File: src/rtl/mux_scan_sampler_pkg.sv
// Shared definitions for the 8:1 mux scan sampler: widths, FSM encoding and
// the scan-length normalisation helper.
package mux_scan_sampler_pkg;

   localparam int unsigned SelW  = 3;
   localparam int unsigned WordW = 8;
   localparam int unsigned CntW  = 4;

   typedef enum logic [1:0] {
      StIdle   = 2'd0,
      StSettle = 2'd1,
      StSample = 2'd2,
      StOut    = 2'd3
   } scanState_e;

   // A request of 0 or more than a full word scans the whole word.
   function automatic logic [CntW-1:0] effCount(input logic [CntW-1:0] req);
      return ((req == '0) || (req > 4'd8)) ? 4'd8 : req;
   endfunction

endpackage

File: src/rtl/mux_settle_timer.sv
// Load/run/done down-counter used to hold the mux select stable for the
// settle interval before each sample.
module mux_settle_timer #(
   parameter int unsigned Width = 4
) (
   input  logic             sysclk,
   input  logic             sysrst_n,
   input  logic             load,
   input  logic             run,
   input  logic [Width-1:0] loadVal,
   output logic             done
);

   logic [Width-1:0] cnt;

   // Load takes priority; otherwise count down to zero while running.
   always_ff @(posedge sysclk or negedge sysrst_n) begin
      if (!sysrst_n) begin
         cnt <= '0;
      end else if (load) begin
         cnt <= loadVal;
      end else if (run && (cnt != '0)) begin
         cnt <= cnt - 1'b1;
      end
   end

   assign done = (cnt == '0);

endmodule

File: src/rtl/mux_scan_sampler.sv
// Drives the select of an 8:1 single-bit mux, waits for the path to settle,
// samples the mux output and assembles a run of bits into one word that is
// handed downstream over valid/ready.
module mux_scan_sampler
   import mux_scan_sampler_pkg::*;
#(
   parameter int unsigned SETTLE = 1
) (
   input  logic             sysclk,
   input  logic             sysrst_n,
   input  logic             start_i,
   input  logic [SelW-1:0]  first_i,
   input  logic [CntW-1:0]  count_i,
   input  logic             abort_i,
   output logic [SelW-1:0]  sel_o,
   input  logic             mux_i,
   output logic             busy_o,
   output logic [WordW-1:0] data_o,
   output logic             valid_o,
   input  logic             ready_i
);

   localparam bit HasSettle = (SETTLE != 0);
   localparam logic [CntW-1:0] SettleLoad = CntW'((SETTLE == 0) ? 0 : SETTLE - 1);
   // State entered after every select change.
   localparam scanState_e AfterSel = HasSettle ? StSettle : StSample;

   scanState_e       state;
   logic [CntW-1:0]  remaining;
   logic [WordW-1:0] shadow;
   logic [WordW-1:0] nextShadow;
   logic             lastBit;
   logic             timerLoad;
   logic             timerRun;
   logic             timerDone;

   // Shadow word with the current mux bit merged in at the selected position.
   always_comb begin
      nextShadow         = shadow;
      nextShadow[sel_o]  = mux_i;
      lastBit            = (remaining == 4'd1);
      timerRun           = (state == StSettle);
      timerLoad          = HasSettle && !abort_i &&
                           (((state == StIdle) && start_i) ||
                            ((state == StSample) && !lastBit));
   end

   mux_settle_timer #(
      .Width(CntW)
   ) uSettleTimer (
      .sysclk  (sysclk),
      .sysrst_n(sysrst_n),
      .load    (timerLoad),
      .run     (timerRun),
      .loadVal (SettleLoad),
      .done    (timerDone)
   );

   // Scan FSM with select, remaining, shadow and output registers; abort wins over all.
   always_ff @(posedge sysclk or negedge sysrst_n) begin
      if (!sysrst_n) begin
         state     <= StIdle;
         sel_o     <= '0;
         remaining <= '0;
         shadow    <= '0;
         data_o    <= '0;
         valid_o   <= 1'b0;
      end else if (abort_i && (state != StIdle)) begin
         state   <= StIdle;
         valid_o <= 1'b0;
      end else begin
         case (state)
            StIdle: begin
               if (start_i && !abort_i) begin
                  sel_o     <= first_i;
                  remaining <= effCount(count_i);
                  shadow    <= '0;
                  state     <= AfterSel;
               end
            end
            StSettle: begin
               if (timerDone) begin
                  state <= StSample;
               end
            end
            StSample: begin
               shadow    <= nextShadow;
               remaining <= remaining - 4'd1;
               if (lastBit) begin
                  data_o  <= nextShadow;
                  valid_o <= 1'b1;
                  state   <= StOut;
               end else begin
                  sel_o <= sel_o + 3'd1;
                  state <= AfterSel;
               end
            end
            StOut: begin
               if (ready_i) begin
                  valid_o <= 1'b0;
                  state   <= StIdle;
               end
            end
            default: state <= StIdle;
         endcase
      end
   end

   assign busy_o = (state != StIdle);

endmodule
File: config.mk
export PLATFORM = sky130hd
export DESIGN_NAME = mux_scan_sampler
export DESIGN_NICKNAME = d
export VERILOG_FILES = /design/src/rtl/mux_scan_sampler_pkg.sv /design/src/rtl/mux_settle_timer.sv /design/src/rtl/mux_scan_sampler.sv
export SDC_FILE = /design/constraint.sdc
export NUM_CORES = 1
export LEC_CHECK = 0
export CORE_AREA = 2 2 64 66
export DETAILED_ROUTE_END_ITERATION = 10
export DIE_AREA = 0 0 66 68
export PLACE_DENSITY = 0.81
export SYNTH_ARGS = -nofsm -noshare
export SYNTH_HDL_FRONTEND = slang
export SYNTH_SLANG_ARGS = --single-unit
export TNS_END_PERCENT = 100
File: constraint.sdc
create_clock -name sysclk -period 1.4 [get_ports sysclk]
set_clock_uncertainty 0.05 [all_clocks]
set_input_delay 0.28 -clock sysclk [delete_from_list [all_inputs] [get_ports sysclk]]
set_output_delay 0.28 -clock sysclk [all_outputs]
set_load 0.005 [all_outputs]
* Word-level counts from Yosys, hierarchy flattened
Cells that the tools add are included.
** Storage, ports and cells
- Word-level logic and storage cells :: 71
- Flip-flop bits (word level) :: 30
- Output and inout bits :: 13
- Input port bits :: 13
** Operators by class
- Eq/ne operators :: 10
- Muxes and demuxes :: 23
- Bitwise gates (word level) :: 1
- Reductions and logical operators :: 24
- Add/sub/neg operators :: 3
- Order comparisons :: 3
** Operators with widths (count)
- $mux 4 :: 4
- $pmux 8 s2 :: 1
- $reduce_and 3->1 :: 4
- $mux 2 :: 5
- $bwmux 8 :: 1
- $logic_not 4->1 :: 2
- $mux 8 :: 1
- $pmux 2 s4 :: 1
- $pmux 4 s2 :: 1
- $sub 4x1->4 const B :: 2
- $logic_and 1x1->1 :: 7
- $mux 3 :: 2
- $ne 3x3->1 const B :: 2
- $pmux 3 s2 :: 1
- $reduce_bool 2->1 :: 3
- $eq 2x2->1 const B :: 2
- $eq 4x1->1 const B :: 1
- $gt 4x4->1 const B :: 1
- $lt 3x4->1 const B :: 1
- $mux 1 :: 4
- $reduce_and 4->1 :: 1
- $reduce_bool 4->1 :: 1
- $add 3x1->3 const B :: 1
- $demux 1 s3 :: 1
- 12 further kinds :: 14

* Longest topological paths before layout
- Word-level depth :: 6
- Mapped depth :: 6
- Mapped depth without buffers :: 5

* By module
Synthesis repeated with hierarchy kept, for this count alone.
** Unflattened totals
- Cell total of the unflattened synthesis :: 184
- Area, all modules :: 1732.9 um^2
** By module, submodules not included
- mux_scan_sampler :: times used 1, area each 1462.7 um^2, cells each 157
- mux_settle_timer :: times used 1, area each 270.3 um^2, cells each 27

* Worst setup path before layout
OpenSTA, ideal clock, no wires.
- Path kind :: register to register
- Start point :: register uSettleTimer.cnt[0]
- End point :: register state[0]
- Setup time :: 0.141 ns
- Period minus slack after synthesis :: 1.492 ns
- Cell stages (with the launch flop) :: 6
- Slack :: -0.092 ns
- Required time :: 1.209 ns
- Buffers on the path :: 0
- Data arrival time :: 1.301 ns
- Path through :: dfrtp_1 -> inv_1 -> ha_1 -> or3b_2 -> a21oi_1 -> a211oi_1
** Between the ends
- Longest elaborated chain between the ends :: 3
** RTL lines
- start, declared :: RTL line mux_settle_timer.sv:14 : logic [Width-1:0] cnt;
- start signal, assigned :: RTL line mux_settle_timer.sv:21 : cnt <= loadVal;
- start signal, assigned :: RTL line mux_settle_timer.sv:23 : cnt <= cnt - 1'b1;
- $logic_not 4->1 :: RTL line mux_settle_timer.sv:27 : assign done = (cnt == '0);
- $ne 3x3->1 (no source line)
- $reduce_and 3->1 (no source line)
- end signal, assigned :: RTL line mux_scan_sampler.sv:62 : state <= StIdle;
- end signal, assigned :: RTL line mux_scan_sampler.sv:69 : state <= StIdle;
- end signal, assigned :: RTL line mux_scan_sampler.sv:78 : state <= AfterSel;
- end, declared :: RTL line mux_scan_sampler.sv:28 : scanState_e state;
Every way passes these cells.
A chain may end at the register's enable or synchronous reset.

* Worst setup path in the final report
- Start point :: register sel_o[0]
- End point :: register shadow[6]
** Between the ends
- Longest elaborated chain between the ends :: 6
- Elaborated cells between the ends (all ways) :: 7
** RTL lines
- start, declared :: RTL line mux_scan_sampler.sv:15 : output logic [SelW-1:0] sel_o,
- start signal, assigned :: RTL line mux_scan_sampler.sv:75 : sel_o <= first_i;
- start signal, assigned :: RTL line mux_scan_sampler.sv:94 : sel_o <= sel_o + 3'd1;
- $lt 3x4->1 (implied by the code) or $ge 3x1->1 (tied branches) :: RTL line mux_scan_sampler.sv:40 : nextShadow[sel_o] = mux_i;
- $logic_and 1x1->1 (implied by the code) :: RTL line mux_scan_sampler.sv:40
- $mux 1 (implied by the code) :: RTL line mux_scan_sampler.sv:40
- $demux 1 s3 * :: RTL line mux_scan_sampler.sv:40
- $bwmux 8 * :: RTL line mux_scan_sampler.sv:40
- $pmux 8 s2 * :: RTL line mux_scan_sampler.sv:72 : case (state)
- end signal, assigned :: RTL line mux_scan_sampler.sv:87 : shadow <= nextShadow;
- end, declared :: RTL line mux_scan_sampler.sv:30 : logic [WordW-1:0] shadow;
Every way passes the cells marked *; elsewhere a longest branch is shown, timed or not.

==> metrics.txt <==
status=finished, violations left; failing checks=negative setup slack; EDFF count, synth=0; number of synthesized register bits=30; CP Launch Type=flop; Post-Synthesis Cell Area=1800 um^2; WP data required=1500 ps; most common cell in the netlist=dfrtp_1; Synth top area share=41.6%; Die Ht=68 um; fin nets=296; placed wire-length estimate=3210 um; IO Pins=26; worst-path fanout max=4; die area=4490 um^2; Syn Inst Count=177; top cells by count, synth=30 x dfrtp_1, 21 x a21oi_1, 13 x mux2i_1, 8 x inv_1; vias in the first global route=1929; post-route cell area=3300 um^2; Residual DRC=0; cell area after placement=2380 um^2; clk sink count=30; Main synth FF type=dfrtp_1; placer congestion estimate=0.821; final period utilization=119%; RSZ-0062 raised after global routing=yes; Hold Path Class=input pin to asynchronous set/reset pin; largest net degree at the start of global routing=31; drt wl/cell=22.5 um; fin worst setup slack=-264 ps; die width=66 um; final WL=7410 um; CP arrival=1760 ps; routed vias=2022; Finished Core Util=85.5%; Placeable Area=3860 um^2; row count=23; Hold WS=312 ps; Port-buffer cells=25; Pins Over Slew Limit=0; FILL cells=200; worst r2r src=sel_o[0]; Critical Path Sink Type=flop; vias per inst=6.15; highest clock rate=0.601 GHz; CP Class=flop to flop; yosys warns=0; crit path from=sel_o[0]; layout cell share with drive strength beyond 1=57.3%; antenna cells=0; Async SR Flop Fraction=100%; PD cells=1390 nW/um^2; post-synthesis sequential area ratio=41.6%; post-synth top area cell=dfrtp_1; DR pass1 iterations=4; total track usage=29.0%; Root Driver=clkbuf_8; dpl cells=279; total CTS buffers=5; Area Overhead vs Synth=82.7%; Final min period=1660 ps; first-pass GRT wire length=9600 um; First DRT Iteration DRCs=246; Hold Fails Final Rpt=0; Finished Layout Cells=329; cts hold-fix bufs=0; main area contributors after synthesis=dfrtp_1 42%, mux2i_1 7.2%, a21oi_1 5.8%; ANT nets after route=0; Worst Tran Pin Value=369 ps; clk buf depth=2; starting density of the core=46.8%; maxcap violations=0; post-synthesis cell type count=48; leakage=0.00145 uW; initial antenna violation count=0; worst ir drop on vdd=0.874 mV; TritonCTS clock tree=yes; Worst-path clk slew=70 ps; relative slew slack=75.4%; syn_area_per_cell=10.2 um^2; htree depth=2; Mapped Nets=194; # setup viols final=32; Worst-Skew Late Latency=290 ps; GRT Residual Overflow=0
## cell usage in the layout (no fill, tap or decap), types with 5 or more instances in the layout
cell type | netlist | final
a2111oi_4 | 0 | 5
a21oi_1 | 21 | 11
a21oi_2 | 0 | 9
buf_4 | 4 | 52
buf_6 | 2 | 28
clkbuf_8 | 0 | 5
clkdlybuf4s50_1 | 0 | 11
dfrtp_1 | 30 | 26
dlygate4sd2_1 | 0 | 11
inv_1 | 8 | 5
mux2i_1 | 13 | 12
## worst max-delay path, cell delays in order (launching register included)
cell and delay, ps:
dfrtp_2 450, buf_6 140, nand3b_1 280, a2111oi_4 450, o22ai_1 150
## final timing paths
kind | slack (ps) | depth (start not counted) | end
worst min register to register | 480 | 1 | shadow[1]
min in group sysclk | 480 | 1 | shadow[1]
max in group asynchronous | 800 | 2 | sel_o[2]
worst max register to register | -260 | 4 | shadow[6]
worst min-delay path | 310 | 2 | shadow[5]
worst max-delay path | -260 | 4 | shadow[6]
## final cells by class
| cell class | count | area, um^2 | share of cell area (%) |
|---|---|---|---|
| inverter | 8 | 30.0 | 0.911 |
| timing repair buffer | 109 | 1020 | 31.1 |
| tap | 50 | 62.6 | 1.90 |
| clock inverter | 2 | 10.0 | 0.304 |
| multi-input combinational | 125 | 1350 | 40.8 |
| clock buffer | 5 | 68.8 | 2.09 |
| sequential | 30 | 756 | 22.9 |
## state kept, by name, summed over array words and instances (netlist names)
name	count
uSettleTimer.cnt	4
shadow	8
state	2
valid_o	1
sel_o	3
remaining	4
data_o	8
## what timing repair did
item,4_1_cts,5_1_grt
buffers inserted,23,20
endpoints found under the setup margin,43,32
gates cloned,1,0
pin swaps,23,25
gates resized for setup,78,59
## where the power goes
part	internal (uW)	switching, uW	total [uW]
clock network	333	348	681
logic	1430	1210	2640
registers	1060	201	1260
total	2820	1760	4580
## cell families after synthesis
kind of cell | count (synthesis) | synth area share, %
simple gates | 47 | 18.4
fa+ha+maj | 4 | 2.77
buf+inv | 23 | 6.87
compound gates | 59 | 22.5
mux | 14 | 7.84
flops | 30 | 41.6
## through the flow
| stage | TNS [ps] | worst slack (ps) | total power [uW] |
|---|---|---|---|
| after floorplan | -54.9 | -23.5 | 2040 |
| after global placement | -8420 | -329 | 2660 |
| after detailed placement | -9370 | -387 | 2700 |
| after CTS | -1050 | -127 | 3870 |
| after global routing | -5440 | -303 | 4790 |
| final | -4230 | -264 | 4580 |
## routing by layer
metal  share of wire, %  global-route usage [%]  wire length, um  vias to the layer above
met5                  0                       0                0                        -
li1                   -                       -                -                      864
met2                 50                    48.0             3680                      130
met3                7.7                    7.89              570                       32
met4                3.6                    16.6              269                        0
met1                 39                    34.1             2880                      996
(Power assumes the default switching activity.)
